--- src/rtl/secure_tdm_arbiter_pkg.sv ---
// Shared types and defaults for the two-domain time-division arbiter.
// Holds the slot state encoding and the slot-length helper used by the FSM.
package secure_tdm_arbiter_pkg;

   localparam int DW_DEFAULT       = 4;
   localparam int SLOT_LEN_DEFAULT = 4;
   localparam int CNT_W            = 8;

   typedef enum logic [1:0] {
      L_SLOT = 2'd0,
      H_SLOT = 2'd1,
      SCRUB  = 2'd2
   } slot_state_e;

   // SCRUB is always a single cycle; the data slots use the configured length.
   function automatic logic [CNT_W-1:0] slot_len_of(input slot_state_e st,
                                                    input logic [CNT_W-1:0] len);
      return (st == SCRUB) ? CNT_W'(1) : len;
   endfunction

endpackage

--- src/rtl/secure_tdm_arbiter_slot_timer.sv ---
// Slot cycle counter: counts up from 0 and pulses wrap in the last cycle of a slot.
// The count restarts at 0 on the edge that closes the wrap cycle.
module slot_timer
   import secure_tdm_arbiter_pkg::*;
(
   input  logic             clk,
   input  logic             reset,
   input  logic [CNT_W-1:0] len,
   output logic             wrap
);

   logic [CNT_W-1:0] cnt_q;
   logic [CNT_W-1:0] cnt_d;

   always_comb begin
      wrap  = (cnt_q == (len - CNT_W'(1)));
      cnt_d = wrap ? '0 : (cnt_q + CNT_W'(1));
   end

   always_ff @(posedge clk or posedge reset) begin
      if (reset) cnt_q <= '0;
      else       cnt_q <= cnt_d;
   end

endmodule

--- src/rtl/secure_tdm_arbiter.sv ---
// Fixed-schedule arbiter sharing one accumulator between a low and a high domain.
// Schedule: L_SLOT (SLOT_LEN) -> H_SLOT (SLOT_LEN) -> SCRUB (1) -> L_SLOT.
//
// state  | meaning
// L_SLOT | low-domain requests are served, acc carries low data only
// H_SLOT | high-domain requests are served, acc may hold high data
// SCRUB  | no service; acc is cleared before the low domain regains it
module secure_tdm_arbiter
   import secure_tdm_arbiter_pkg::*;
#(
   parameter int DW       = DW_DEFAULT,
   parameter int SLOT_LEN = SLOT_LEN_DEFAULT
) (
   input  logic          clk,
   input  logic          reset,
   input  logic          l_req,
   input  logic [DW-1:0] l_data,
   input  logic          h_req,
   input  logic [DW-1:0] h_data,
   output logic          l_ack,
   output logic [DW-1:0] l_result,
   output logic          h_ack,
   output logic [DW-1:0] h_result,
   output logic          slot_h
);

   localparam logic [CNT_W-1:0] SLOT_LEN_C = CNT_W'(SLOT_LEN);

   slot_state_e      state_q;
   slot_state_e      state_d;
   logic             wrap;
   logic [CNT_W-1:0] timer_len;
   logic             l_accept;
   logic             h_accept;
   logic             scrub;

   logic [DW-1:0]    acc_q,      acc_d;
   logic             l_ack_q,    l_ack_d;
   logic [DW-1:0]    l_result_q, l_result_d;
   logic             h_ack_q,    h_ack_d;
   logic [DW-1:0]    h_result_q, h_result_d;

   slot_timer u_slot_timer (
      .clk   (clk),
      .reset (reset),
      .len   (timer_len),
      .wrap  (wrap)
   );

   always_ff @(posedge clk or posedge reset) begin
      if (reset) state_q <= L_SLOT;
      else       state_q <= state_d;
   end

   always_comb begin
      state_d = state_q;
      case (state_q)
         L_SLOT:  if (wrap) state_d = H_SLOT;
         H_SLOT:  if (wrap) state_d = SCRUB;
         SCRUB:   if (wrap) state_d = L_SLOT;
         default: state_d = L_SLOT;
      endcase
   end

   always_comb begin
      timer_len = slot_len_of(state_q, SLOT_LEN_C);
      slot_h    = (state_q == H_SLOT);
      l_accept  = (state_q == L_SLOT) && l_req;
      h_accept  = (state_q == H_SLOT) && h_req;
      scrub     = (state_q == SCRUB);
   end

   // Results hold between operations; the ack registers pulse for one cycle
   // after each accept, even when that cycle already belongs to the next slot.
   always_comb begin
      acc_d      = acc_q;
      l_ack_d    = l_accept;
      l_result_d = l_result_q;
      h_ack_d    = h_accept;
      h_result_d = h_result_q;
      if (l_accept) begin
         acc_d      = acc_q + l_data;
         l_result_d = acc_q + l_data;
      end else if (h_accept) begin
         acc_d      = acc_q + h_data;
         h_result_d = acc_q + h_data;
      end else if (scrub) begin
         acc_d      = '0;
      end
   end

   always_ff @(posedge clk or posedge reset) begin
      if (reset) begin
         acc_q      <= '0;
         l_ack_q    <= 1'b0;
         l_result_q <= '0;
         h_ack_q    <= 1'b0;
         h_result_q <= '0;
      end else begin
         acc_q      <= acc_d;
         l_ack_q    <= l_ack_d;
         l_result_q <= l_result_d;
         h_ack_q    <= h_ack_d;
         h_result_q <= h_result_d;
      end
   end

   assign l_ack    = l_ack_q;
   assign l_result = l_result_q;
   assign h_ack    = h_ack_q;
   assign h_result = h_result_q;

endmodule
--- config.mk ---
export PLATFORM = sky130hd
export DESIGN_NAME = secure_tdm_arbiter
export DESIGN_NICKNAME = d
export VERILOG_FILES = /design/src/rtl/secure_tdm_arbiter_pkg.sv /design/src/rtl/secure_tdm_arbiter_slot_timer.sv /design/src/rtl/secure_tdm_arbiter.sv
export SDC_FILE = /design/constraint.sdc
export NUM_CORES = 1
export LEC_CHECK = 0
export ABC_CLOCK_PERIOD_IN_PS = 3000
export CORE_UTILIZATION = 40
export DETAILED_ROUTE_END_ITERATION = 8
export DONT_BUFFER_PORTS = 1
export GPL_ROUTABILITY_DRIVEN = 0
export GPL_TIMING_DRIVEN = 0
export PLACE_DENSITY = 0.55
export SLEW_MARGIN = 20
export SYNTH_ARGS = -nofsm -noshare
export SYNTH_HDL_FRONTEND = slang
export SYNTH_SLANG_ARGS = --single-unit
--- constraint.sdc ---
create_clock -name clk -period 3 [get_ports clk]
set_clock_uncertainty 0.2 [all_clocks]
set_input_delay 0.9 -clock clk [delete_from_list [all_inputs] [get_ports clk]]
set_output_delay 0.9 -clock clk [all_outputs]
set_load 0.01 [all_outputs]
==> results of run 1 <==
-- state kept, by name (all words and copies together), names as in the netlist --
signal	cells
acc_q	4
h_ack	1
h_result	4
l_ack	1
l_result	4
state_q	2
u_slot_timer.cnt_q	8
-- worst register-to-register path: cells and delay by family (launching register included) --
| family | cells | cell delay, ps |
|---|---|---|
| AO/OA/AOI/OAI | 3 | 850 |
| adder cells (fa/ha/maj) | 1 | 290 |
| flip-flops | 1 | 470 |
| AND/OR/NAND/NOR | 1 | 110 |
-- metal layers --
| layer | part of all wire, % | global-route usage (%) |
|---|---|---|
| met2 | 42 | 21.4 |
| met4 | 1.0 | 7.32 |
| met5 | 0 | 0 |
| met3 | 4.4 | 4.08 |
| met1 | 52 | 21.4 |
-- layout make-up --
cell class	instances	share of cell area, %
Sequential cell	24	46.0
Tap cell	31	2.97
Inverter	7	2.01
Multi-Input combinational cell	84	45.4
Clock buffer	4	2.78
Buffer	1	0.862
-- placed cells by master, fill, tap and decap left out, types with 3 or more instances in the layout --
| cell type | n |
|---|---|
| xnor2_1 | 6 |
| clkbuf_4 | 3 |
| and2_1 | 3 |
| a21o_1 | 5 |
| dfrtp_1 | 24 |
| nand2_1 | 15 |
| ha_1 | 7 |
| xor2_1 | 3 |
| inv_1 | 7 |
| a21oi_1 | 3 |
| nand2b_1 | 3 |
| nand3_1 | 5 |
| nor2_1 | 9 |
-- power groups by stage --
stage               logic (mW)  clock network (mW)  registers, mW
finish                   0.138               0.176          0.426
global route             0.165               0.193          0.433
CTS                      0.141               0.180          0.428
detailed placement       0.139                   0          0.435
global placement         0.135                   0          0.433
floorplan                0.117                   0          0.422
-- kinds of logic after synthesis --
| family | after synthesis | share of synthesized area, % |
|---|---|---|
| AND/OR/NAND/NOR | 46 | 19.0 |
| flip-flops | 24 | 48.8 |
| AO/OA/AOI/OAI | 18 | 10.7 |
| XOR/XNOR | 9 | 6.40 |
| adder cells (fa/ha/maj) | 9 | 10.4 |
| buffers and inverters | 8 | 3.05 |
| multiplexers | 2 | 1.73 |
-- stage by stage --
step	utilization [%]	area (sq um)	hold WS (ps)	instances	setup slack, ps
floorplan	-	1230	233	116	770
global route	46.2	1310	306	151	748
CTS	46.2	1310	281	151	850
detailed placement	44.9	1270	252	147	602
finish	46.2	1310	276	151	867
global placement	44.9	1270	258	147	652
-- final timing paths --
check                                      start               endpoint  slack, ps  depth (start not counted)
min reg2reg                u_slot_timer.cnt_q[7]  u_slot_timer.cnt_q[7]        280                          1
min in group asynchronous                  reset                  h_ack        440                          1
min                        u_slot_timer.cnt_q[7]  u_slot_timer.cnt_q[7]        280                          1
max in group asynchronous                  reset             state_q[0]       1610                          1
max reg2reg                             acc_q[1]               acc_q[3]       1030                          5
max                                   state_q[0]                 slot_h        870                          2
==> impl_metrics.yaml, run 1 <==
synthesis:
  synth_top_cells_by_area: "dfrtp_1 (49%), ha_1 (7.1%), nand2_1 (4.6%)"
  synth_area_per_cell_sq_um: 10.6
  synth_most_common_cell: "dfrtp_1"
  synth-main-ff-cell: "dfrtp_1"
  ys_types: 33
  synth_common_cells: "dfrtp_1 (24), nand2_1 (15), nor2_1 (9)"
  yosys_register_bits: 24
  synth_edf_count: 0
  synth_warnings: 0
  synth_seq_area_share_pct: 48.8
  syn-cell-area_sq_mm: 0.00123
  synth_area_leader_cell: "dfrtp_1"
  synth_nets: 137
  ys_async_sr_fraction_pct: 100
  synth.top_cell.area_share_pct: 48.8
  syn-instance-count: 116
setup_path:
  slowest_delay_ps: 390
  startpoint_type: "register"
  crit_path_top_delay_cell: "dfrtp_1"
  critical_path_required_ps: 1900
  crit_fanout: 4
  critPathBufInv: 1
  critPathCaptureType: "output port"
  worstPathArrival_ps: 1030
  worstPathCellList: "inv_1 -> nor2_1"
  path_class: "register to output port"
  critPathTopFamily: "flip-flops"
global_routing:
  grt_pass1_wl_um: 3710
  grt_use_total_pct: 15.2
  grt_max_degree: 25
  grt_pass1_vias: 813
  overflow: 0
  antenna_found_initial: 0
cts:
  cts_buffers: 3
  cts_resized: 0
  clkLatencyLatePin_ps: 310
  ctsHoldBuffers: 0
  cts_tree: "built"
  cts-root-buf: "clkbuf_4"
  cts_sinks: 24
  clockBufferDepth: 2
  clk_pin_slew_worst_paths_ps: 130
  htree_levels: 1
  post-cts-setup-buffers: 0
job:
  maxCapViolations: 0
cells_and_area:
  insertedDiodeCount: 0
  nets: 142
  multi_input_area_sq_um: 593
  seqCellArea_sq_um: 601
  fillers: 260
  area_delta_synth_final_pct: 6.10
  final_layout_size_suffix_gt1_share_pct: 8.33
sta:
  setup_violations: 0
  worst_slew_pin_slew_ps: 898
  max_freq_mhz: 469
  final_hold_viol_count: 0
  maxSlewViolCount: 0
  rsz0062_at_grt: "no"
  finalSetupTns_ps: 0
  min_period_ps: 2130
  finalCritPeriodShare_pct: 71.1
  slew_headroom_pct: 40.0
run_status:
  outcome: "finished, violations left"
  violations: "DRC"
power_and_ir_drop:
  power.internal_mw: 0.513
  p_sw_mw: 0.228
  clockPowerShare_pct: 23.7
  pwr-share-comb_pct: 18.7
  pwr-share-seq_pct: 57.6
  powerDensity_mw_per_mm2: 567
  p_leak_nw: 0.693
  peakVddDrop_v: 0.000342
  finalPower_mw: 0.740
  swShare_pct: 30.8
floorplanning:
  fp.dieW_um: 57.5
  core_sq_mm: 0.00283
  std_cell_rows: 19
  design.portCount: 23
  die-height_um: 57.5
  initial_utilization_pct: 43.5
  die-area_sq_mm: 0.00330
detailed_routing:
  viasPerCell: 5.48
  drc_errors: 2
  drt-total-wl_um: 2200
  dr.pass1.iters: 6
  drtIter0Drc: 10
  dr_total_vias: 828
  wl_per_cell_um: 14.6
  antenna_left: 0
worst_hold_path:
  hp-class: "register to register"
place:
  hpwl_um: 1610
  port_buffers: 0
No activity file was read; power rests on OpenSTA's default activity.
==> run 2: changes to the inputs <==
--- a/config.mk
+++ b/config.mk
@@ -5,13 +5,13 @@
 export SDC_FILE = /design/constraint.sdc
 export NUM_CORES = 1
 export LEC_CHECK = 0
-export ABC_CLOCK_PERIOD_IN_PS = 3000
+export ABC_CLOCK_PERIOD_IN_PS = 1800
 export CORE_UTILIZATION = 40
 export DETAILED_ROUTE_END_ITERATION = 8
 export DONT_BUFFER_PORTS = 1
 export GPL_ROUTABILITY_DRIVEN = 0
 export GPL_TIMING_DRIVEN = 0
-export PLACE_DENSITY = 0.55
+export PLACE_DENSITY = 0.57
 export SLEW_MARGIN = 20
 export SYNTH_ARGS = -nofsm -noshare
 export SYNTH_HDL_FRONTEND = slang
==> constraint.sdc (replaced) <==
create_clock -name clk -period 1.8 [get_ports clk]
set_clock_uncertainty 0.2 [all_clocks]
set_input_delay 0.54 -clock clk [delete_from_list [all_inputs] [get_ports clk]]
set_output_delay 0.54 -clock clk [all_outputs]
set_load 0.01 [all_outputs]
==> impl_metrics.yaml, run 2 (synthesis gave the netlist of run 1 again) <==
sta:
  slew_headroom_pct: 39.3
  maxSlewViolCount: 0
  max_freq_mhz: 562
  setup_violations: 0
  finalCritPeriodShare_pct: 98.8
  min_period_ps: 1780
  worst_slew_pin_slew_ps: 909
  finalSetupTns_ps: 0
  rsz0062_at_grt: "yes"
  final_hold_viol_count: 0
  timing.final.ws_setup_ps: 21.8
floorplanning:
  design.portCount: 23
  initial_utilization_pct: 43.5
  fp.dieW_um: 57.5
  core_sq_mm: 0.00283
  std_cell_rows: 19
  die-area_sq_mm: 0.00330
  die-height_um: 57.5
cts:
  cts_sinks: 24
  clockBufferDepth: 2
  cts_tree: "built"
  clkLatencyLatePin_ps: 300
  cts-root-buf: "clkbuf_4"
  htree_levels: 1
  cts_buffers: 3
  clk_pin_slew_worst_paths_ps: 120
power_and_ir_drop:
  powerDensity_mw_per_mm2: 865
  p_sw_mw: 0.408
  pwr-share-seq_pct: 57.0
  p_leak_nw: 0.696
  clockPowerShare_pct: 17.9
  pwr-share-comb_pct: 25.1
  swShare_pct: 32.4
  power.internal_mw: 0.852
  peakVddDrop_v: 0.000359
global_routing:
  grt_pass1_vias: 859
  overflow: 0
  grt_max_degree: 25
  grt_use_total_pct: 15.2
  grt_pass1_wl_um: 3710
  antenna_found_initial: 0
setup_path:
  reg2reg_slack_ps: 20
  path_class: "register to register"
  slowest_delay_ps: 440
  crit_start: "acc_q[0]"
  crit_fanout: 3
  worstPathArrival_ps: 1780
  startpoint_type: "register"
  critical_path_required_ps: 1800
  r2r-start: "acc_q[0]"
  critPathCaptureType: "register"
  crit_path_top_delay_cell: "dfrtp_1"
  worstPathCellList: "ha_2 -> fa_2 -> xnor2_2 -> nor2_2 -> a211o_1"
detailed_routing:
  drt-total-wl_um: 2330
  viasPerCell: 5.55
  antenna_left: 0
  drtIter0Drc: 21
  dr_total_vias: 844
  wl_per_cell_um: 15.3
  drc_errors: 2
  dr.pass1.iters: 6
cells_and_area:
  fin_util_pct: 51.5
  largest_reg_flops: 8
  layout_common_cells: "dfrtp_1 (22), nand2_1 (15), nor2_1 (6)"
  nets: 144
  insertedDiodeCount: 0
  top_register: "u_slot_timer.cnt_q"
  final_layout_size_suffix_gt1_share_pct: 29.8
  final_common_cell: "dfrtp_1"
  area_delta_synth_final_pct: 18.4
place:
  dp_slack_ps: -99.5
  hpwl_um: 1680
  port_buffers: 0
worst_hold_path:
  hp-class: "input port to async pin"
run_status:
  violations: "DRC"
  outcome: "finished, violations left"
job:
  maxCapViolations: 0
-- run 2: layout make-up --
type                       instances  area (sq um)
tap                               31          38.8
clock buffer                       3          22.5
fill                             277          1370
inverter                           7          26.3
multi-input combinational         84           741
timing repair buffer               2          15.0
sequential                        24           603
buffer                             1          11.3
-- run 2: what timing repair did --
item | CTS | global route
setup buffers | 0 | 2
hold buffers | 0 | 0
pin swaps | 6 | 9
cloned | 0 | 0
setup endpoints to repair | 7 | 12
gates resized for setup | 10 | 14
-- run 2: critical path, delay by kind of cell (launching register included) --
kind | cells | cell delay, ps
compound gates | 1 | 220
flops | 1 | 440
xor+xnor | 1 | 180
fa+ha+maj | 2 | 570
simple gates | 1 | 70
-- run 2: path summary, 6_finish.rpt --
| path | endpoint | cells after the start |
|---|---|---|
| max | acc_q[2] | 5 |
| min | u_slot_timer.cnt_q[2] | 1 |
| max reg2reg | acc_q[2] | 5 |
| min reg2reg | u_slot_timer.cnt_q[0] | 1 |
| max in group asynchronous | acc_q[1] | 1 |
| min in group clk | l_result[0] | 3 |
-- run 2: metrics by stage --
| stage | std cells | power, mW | cell area [sq um] | hold WS (ps) |
|---|---|---|---|---|
| floorplan | 116 | 0.917 | 1260 | 233 |
| global placement | 147 | 0.970 | 1300 | 256 |
| detailed placement | 147 | 0.978 | 1300 | 251 |
| CTS | 150 | 1.25 | 1390 | 124 |
| global route | 152 | 1.35 | 1460 | 173 |
| finish | 152 | 1.26 | 1460 | 104 |
-- run 2: power groups by stage --
stage | clock network [mW] | registers [mW] | logic, mW
3_3_place_gp | 0 | 0.722 | 0.248
2_1_floorplan | 0 | 0.705 | 0.212
3_5_place_dp | 0 | 0.724 | 0.254
5_1_grt | 0.257 | 0.730 | 0.359
4_1_cts | 0.241 | 0.717 | 0.288
6_report | 0.226 | 0.719 | 0.316
-- run 2: metal layers --
metal | vias to the layer above | wire [um] | global-route usage, %
met3 | 6 | 112 | 4.08
li1 | 411 | - | -
met4 | 0 | 53 | 8.36
met5 | - | 0 | 0
met2 | 16 | 1180 | 25.1
met1 | 411 | 983 | 17.9
==> RTL change 1 (flow settings as in run 1) <==
Take the reset off `l_result_q` and load it in a clocked block of its own.
--- a/src/rtl/secure_tdm_arbiter.sv
+++ b/src/rtl/secure_tdm_arbiter.sv
@@ -93,16 +93,18 @@
       if (reset) begin
          acc_q      <= '0;
          l_ack_q    <= 1'b0;
-         l_result_q <= '0;
          h_ack_q    <= 1'b0;
          h_result_q <= '0;
       end else begin
          acc_q      <= acc_d;
          l_ack_q    <= l_ack_d;
-         l_result_q <= l_result_d;
          h_ack_q    <= h_ack_d;
          h_result_q <= h_result_d;
       end
+   end
+
+   always_ff @(posedge clk) begin
+      l_result_q <= l_result_d;
    end
 
    assign l_ack    = l_ack_q;
Formal check against the unedited RTL: not equivalent (a bounded check fails within 4 cycles, from zero or initial values and one cycle with reset high).
==> RTL change 1 against run 1 <==
  * The flow still finishes with violations (DRC)
  * Fmax fell by 2.2%
  * First-iteration DRC count grew to 3.0 times the old value
  * Sequential cell count stayed put
  * Clock power grew 34%
  * Critical endpoint unchanged
  * Core utilization up 0.18 points
  * Design area grew 0.38%
  * Setup slack worse by 0.048 ns
  * Synthesized area fell by 0.91%
  * Routed wire length shrank 2.4%
  * Power up 10%
  * Count of clock-buffer cells in the layout is 1 lower
  * Critical path depth stayed put
  * Largest power group unchanged
==> RTL change 1: results (changes against run 1) <==
INFO  metric avgViaCountPerCell = 5.44 (-0.81%)
INFO  metric cts_setup_buffers = 0 (unchanged)
INFO  metric detailedRoute.firstPassIterationCount = 8 (+2)
INFO  metric synth_top_cells_by_area = sky130_fd_sc_hd__dfrtp_1, sky130_fd_sc_hd__edfxtp_1, sky130_fd_sc_hd__ha_1
INFO  metric synth_commonest_cells = sky130_fd_sc_hd__dfrtp_1, sky130_fd_sc_hd__nor2_1, sky130_fd_sc_hd__nand2_1
INFO  metric htreeDepth = 1 (unchanged)
INFO  metric path_clk_slew = 0.13 ns (about the same)
INFO  metric clock_root_buffer_master = sky130_fd_sc_hd__clkbuf_4
INFO  metric dp_hpwl = 1640 µm (+1.5%)
INFO  metric fin_nets = 139 (-2.1%)
INFO  metric initialDrtViolationCount = 30 (+20)
INFO  metric power.leakage = 0.633 nW (-8.8%)
INFO  metric clock_tree.buffer_depth = 2 (unchanged)
INFO  metric synth.lib_cells_used.distinct = 35 (+6.1%)
INFO  metric synth_edf_count = 4 (+4)
INFO  metric drive_gt1_share = 11.1% (+2.8 points)
INFO  metric cts-resized-gates = 0 (unchanged)
INFO  metric max-vdd-ir-drop = 0.000333 V (-2.8%)
INFO  metric place.port_buffers = 0 (unchanged)
INFO  metric wl_per_cell = 14.5 µm (-0.38%)
INFO  metric crit_path_arrival_time = 1.08 ns (+0.05 ns)
INFO  metric synthesis.yosys.warnings = 0 (unchanged)
INFO  metric grt_max_degree = 21 (-16%)
INFO  metric diodes = 0 (unchanged)
INFO  metric clock_latency = 0.31 ns (about the same)
INFO  metric run_status = complete, but fails checks
INFO  metric grt_pass1_vias = 799 (-1.7%)
INFO  metric registers.top_by_ff_count = u_slot_timer.cnt_q
INFO  metric antenna_violations_before_repair = 0 (unchanged)
INFO  metric aggregate_global_route_resource_usage = 14.9% (-0.29 points)
INFO  metric seq_area_frac_synth = 50.9% (+2.1 points)
INFO  metric drc = 3 (+1)
INFO  metric synth_fp_nets = 134 (-2.2%)
INFO  metric wire_length_of_the_first_global_routing_pass = 3620 µm (-2.4%)
INFO  metric largest_register_ff_count = 8 (unchanged)
INFO  metric path_type_of_the_worst_min_delay_path = reg2reg
INFO  metric slew-limit-headroom = 49.5% (+9.4 points)
INFO  metric worst-r2r-setup-slack = 0.98 ns (-0.05 ns)
INFO  metric worstPathMaxFanout = 4 (unchanged)
INFO  metric async_flop_share = 83.3% (-17 points)
INFO  metric postSynthCellCount = 113 (-2.6%)
INFO  metric failing_checks = DRC
## RTL change 1: changes by cell type after synthesis, sizes merged, moves of 4 or more
| cell | change |
|---|---|
| a21o | -5 |
| nand2 | -5 |
| dfrtp | -4 |
| edfxtp | +4 |
## RTL change 1: metrics by stage
step	area, µm²	utilization, %	hold WS, ns	std cells	setup slack, ns
after global placement	1260	44.5	0.262	144	0.541
after floorplan	1220	-	0.242	113	0.603
final	1310	46.4	0.278	148	0.819
after global routing	1310	46.4	0.326	148	0.740
after CTS	1310	46.4	0.284	148	0.797
after detailed placement	1260	44.5	0.266	144	0.535
## RTL change 1: final timing paths
path	startpoint	end	cells past startpoint
worst max-delay path	state_q[0]$_DFFE_PP0P_	slot_h	2
worst min-delay path	u_slot_timer.cnt_q[0]$_DFF_PP0_	u_slot_timer.cnt_q[0]$_DFF_PP0_	1
min in group asynchronous	reset	h_result[0]$_DFFE_PP0P_	1
worst min register to register	u_slot_timer.cnt_q[0]$_DFF_PP0_	u_slot_timer.cnt_q[0]$_DFF_PP0_	1
worst max register to register	acc_q[1]$_DFFE_PP0P_	acc_q[3]$_DFFE_PP0P_	5
max in group asynchronous	reset	u_slot_timer.cnt_q[5]$_DFF_PP0_	1
## RTL change 1: cells by family (layout without fill, tap and decap cells)
group | after synthesis | after routing | synth area share, %
compound gates | 16 | 16 | 8.21
xor+xnor | 9 | 9 | 6.46
fa+ha+maj | 9 | 9 | 10.5
buf+inv | 9 | 13 | 2.77
flops | 24 | 24 | 50.9
mux | 1 | 1 | 0.923
simple gates | 45 | 45 | 20.3
## RTL change 1: power breakdown
part	internal [W]	switching, W	leakage [nW]	total [W]
combinational	0.0000679	0.0000845	0.316	0.000152
sequential	0.000382	0.0000476	0.289	0.000429
clock	0.000135	0.0000996	0.0279	0.000235
## RTL change 1: final cells by class
type	instances	area [µm²]
Clock inverter	1	30.0
Clock buffer	3	22.5
Tap cell	31	38.8
Sequential cell	24	621
Inverter	9	33.8
Multi-Input combinational cell	80	566
Fill cell	271	1520
## RTL change 1: metal layers
metal  up-vias  GRT usage, %  share of wire (%)
met5         -             0                  0
met4         0          5.23               0.84
met3         2          3.85                4.5
met2        18          23.4                 46
met1       385          20.0                 48
li1        400             -                  -
## RTL change 1: worst max-delay path, stage by stage, from the launching register on
cell	delay [ns]
sky130_fd_sc_hd__dfrtp_1	0.42
sky130_fd_sc_hd__inv_1	0.10
sky130_fd_sc_hd__nor2_1	0.26
==> RTL change 2 (flow settings as in run 1) <==
Without the edit above. Change the package constant `DW_DEFAULT` from 4 to 6.
--- a/src/rtl/secure_tdm_arbiter_pkg.sv
+++ b/src/rtl/secure_tdm_arbiter_pkg.sv
@@ -2,7 +2,7 @@
 // Holds the slot state encoding and the slot-length helper used by the FSM.
 package secure_tdm_arbiter_pkg;
 
-   localparam int DW_DEFAULT       = 4;
+   localparam int DW_DEFAULT       = 6;
    localparam int SLOT_LEN_DEFAULT = 4;
    localparam int CNT_W            = 8;
 
Interface: changed (resized h_data, h_result, l_data and l_result); port bits go from 23 to 31. No check against the original RTL was run, so the function may have changed too.
==> RTL change 2 against run 1 <==
  * Fmax shrank 8.2%
  * Sequential cell count grew 6
  * Die area grew 28%
  * Power grew 62%
  * Sequential power grew 33%
  * Critical endpoint is now acc_q[5]$_DFFE_PP0P_
  * Synthesized area grew 29%
  * Synthesized cell count grew 34%
  * Clock power grew 93%
  * Routed wire length grew 48%
  * Setup slack lost 0.19 ns
  * Design area grew 34%
==> RTL change 2: results (changes against run 1) <==
INFO  metric path_clk_slew = 0.07 ns (-0.06 ns)
INFO  metric critPathLaunch = l_data[1]
INFO  metric max_stage_delay = 0.34 ns (-0.05 ns)
INFO  metric final.hold.worst_slack = 0.280 ns (+0.00429 ns)
INFO  metric wl = 3260 µm (+48%)
INFO  metric wl_per_cell = 15.4 µm (+5.6%)
INFO  metric crit_path_arrival_time = 2.30 ns (+1.27 ns)
INFO  metric clock_root_buffer_master = sky130_fd_sc_hd__clkbuf_8
INFO  metric synth_commonest_cells = sky130_fd_sc_hd__nand2_1, sky130_fd_sc_hd__dfrtp_1, sky130_fd_sc_hd__nor2_1
INFO  metric instance_area_at_placement = 1650 µm² (+30%)
INFO  metric reg2reg_depth = 6 (+1)
INFO  metric inserted_clock_buffers = 5 (+2)
INFO  metric drive_gt1_share = 9.15% (+0.81 points)
INFO  metric synth_fp_nets = 185 (+35%)
INFO  metric run_status = finished, final reports clean
INFO  metric clk-power = 0.000340 W (+93%)
INFO  metric htreeDepth = 2 (+1)
INFO  metric routed-wl-met3 = 225 µm (+130%)
INFO  metric met2WireLength = 1440 µm (+54%)
INFO  metric total_switching_power = 0.000396 W (+74%)
INFO  metric met2_usage = 27.7% (+6.3 points)
INFO  metric route.layer.met1.wl = 1530 µm (+33%)
INFO  metric dp_hpwl = 2390 µm (+48%)
INFO  metric worst_path_max_delay_cell = sky130_fd_sc_hd__a211oi_1
INFO  metric worstPathMaxFanout = 2 (-2)
INFO  metric worst_r2r_endpoint = acc_q[5]$_DFFE_PP0P_
INFO  metric avgViaCountPerCell = 5.45 (-0.56%)
RTL change 2: cell types whose count changed after synthesis, moves of 2 or more:
cell / run 1 / this run
sky130_fd_sc_hd__a2111oi_0: 2 / 0
sky130_fd_sc_hd__a21o_2: 2 / 0
sky130_fd_sc_hd__a21oi_1: 3 / 5
sky130_fd_sc_hd__a221o_1: 1 / 3
sky130_fd_sc_hd__and2_1: 3 / 0
sky130_fd_sc_hd__dfrtp_1: 24 / 30
sky130_fd_sc_hd__ha_1: 7 / 11
sky130_fd_sc_hd__nand2_1: 15 / 31
sky130_fd_sc_hd__nand2b_1: 3 / 1
sky130_fd_sc_hd__nor2_1: 9 / 12
sky130_fd_sc_hd__xnor2_1: 6 / 8
RTL change 2: kinds of logic (layout without fill, tap and decap cells):
kind of cell,count (synthesis),in the layout,synth area share (%)
AND/OR/NAND/NOR,64,64,19.7
flip-flops,30,30,47.1
AO/OA/AOI/OAI,26,26,12.0
adder cells (fa/ha/maj),13,13,11.1
XOR/XNOR,12,12,6.59
buffers and inverters,9,17,2.20
multiplexers,2,2,1.26
RTL change 2: layout make-up:
type,instances,area [µm²],share of cell area [%]
multi-input cells,117,808,46.3
flip-flops and latches,30,751,43.0
clock buffers,7,86.3,4.95
well taps,48,60.1,3.44
inverters,8,30.0,1.72
clock inverters,1,5.00,0.287
plain buffers,1,5.00,0.287
RTL change 2: worst max-delay path by stage:
stage	slack (ns)	to
2_1_floorplan	0.53	h_result[5]$_DFFE_PP0P_
3_3_place_gp	0.42	acc_q[5]$_DFFE_PP0P_
3_5_place_dp	0.40	acc_q[5]$_DFFE_PP0P_
4_1_cts	0.71	acc_q[5]$_DFFE_PP0P_
5_1_grt	0.56	acc_q[5]$_DFFE_PP0P_
6_report	0.68	acc_q[5]$_DFFE_PP0P_
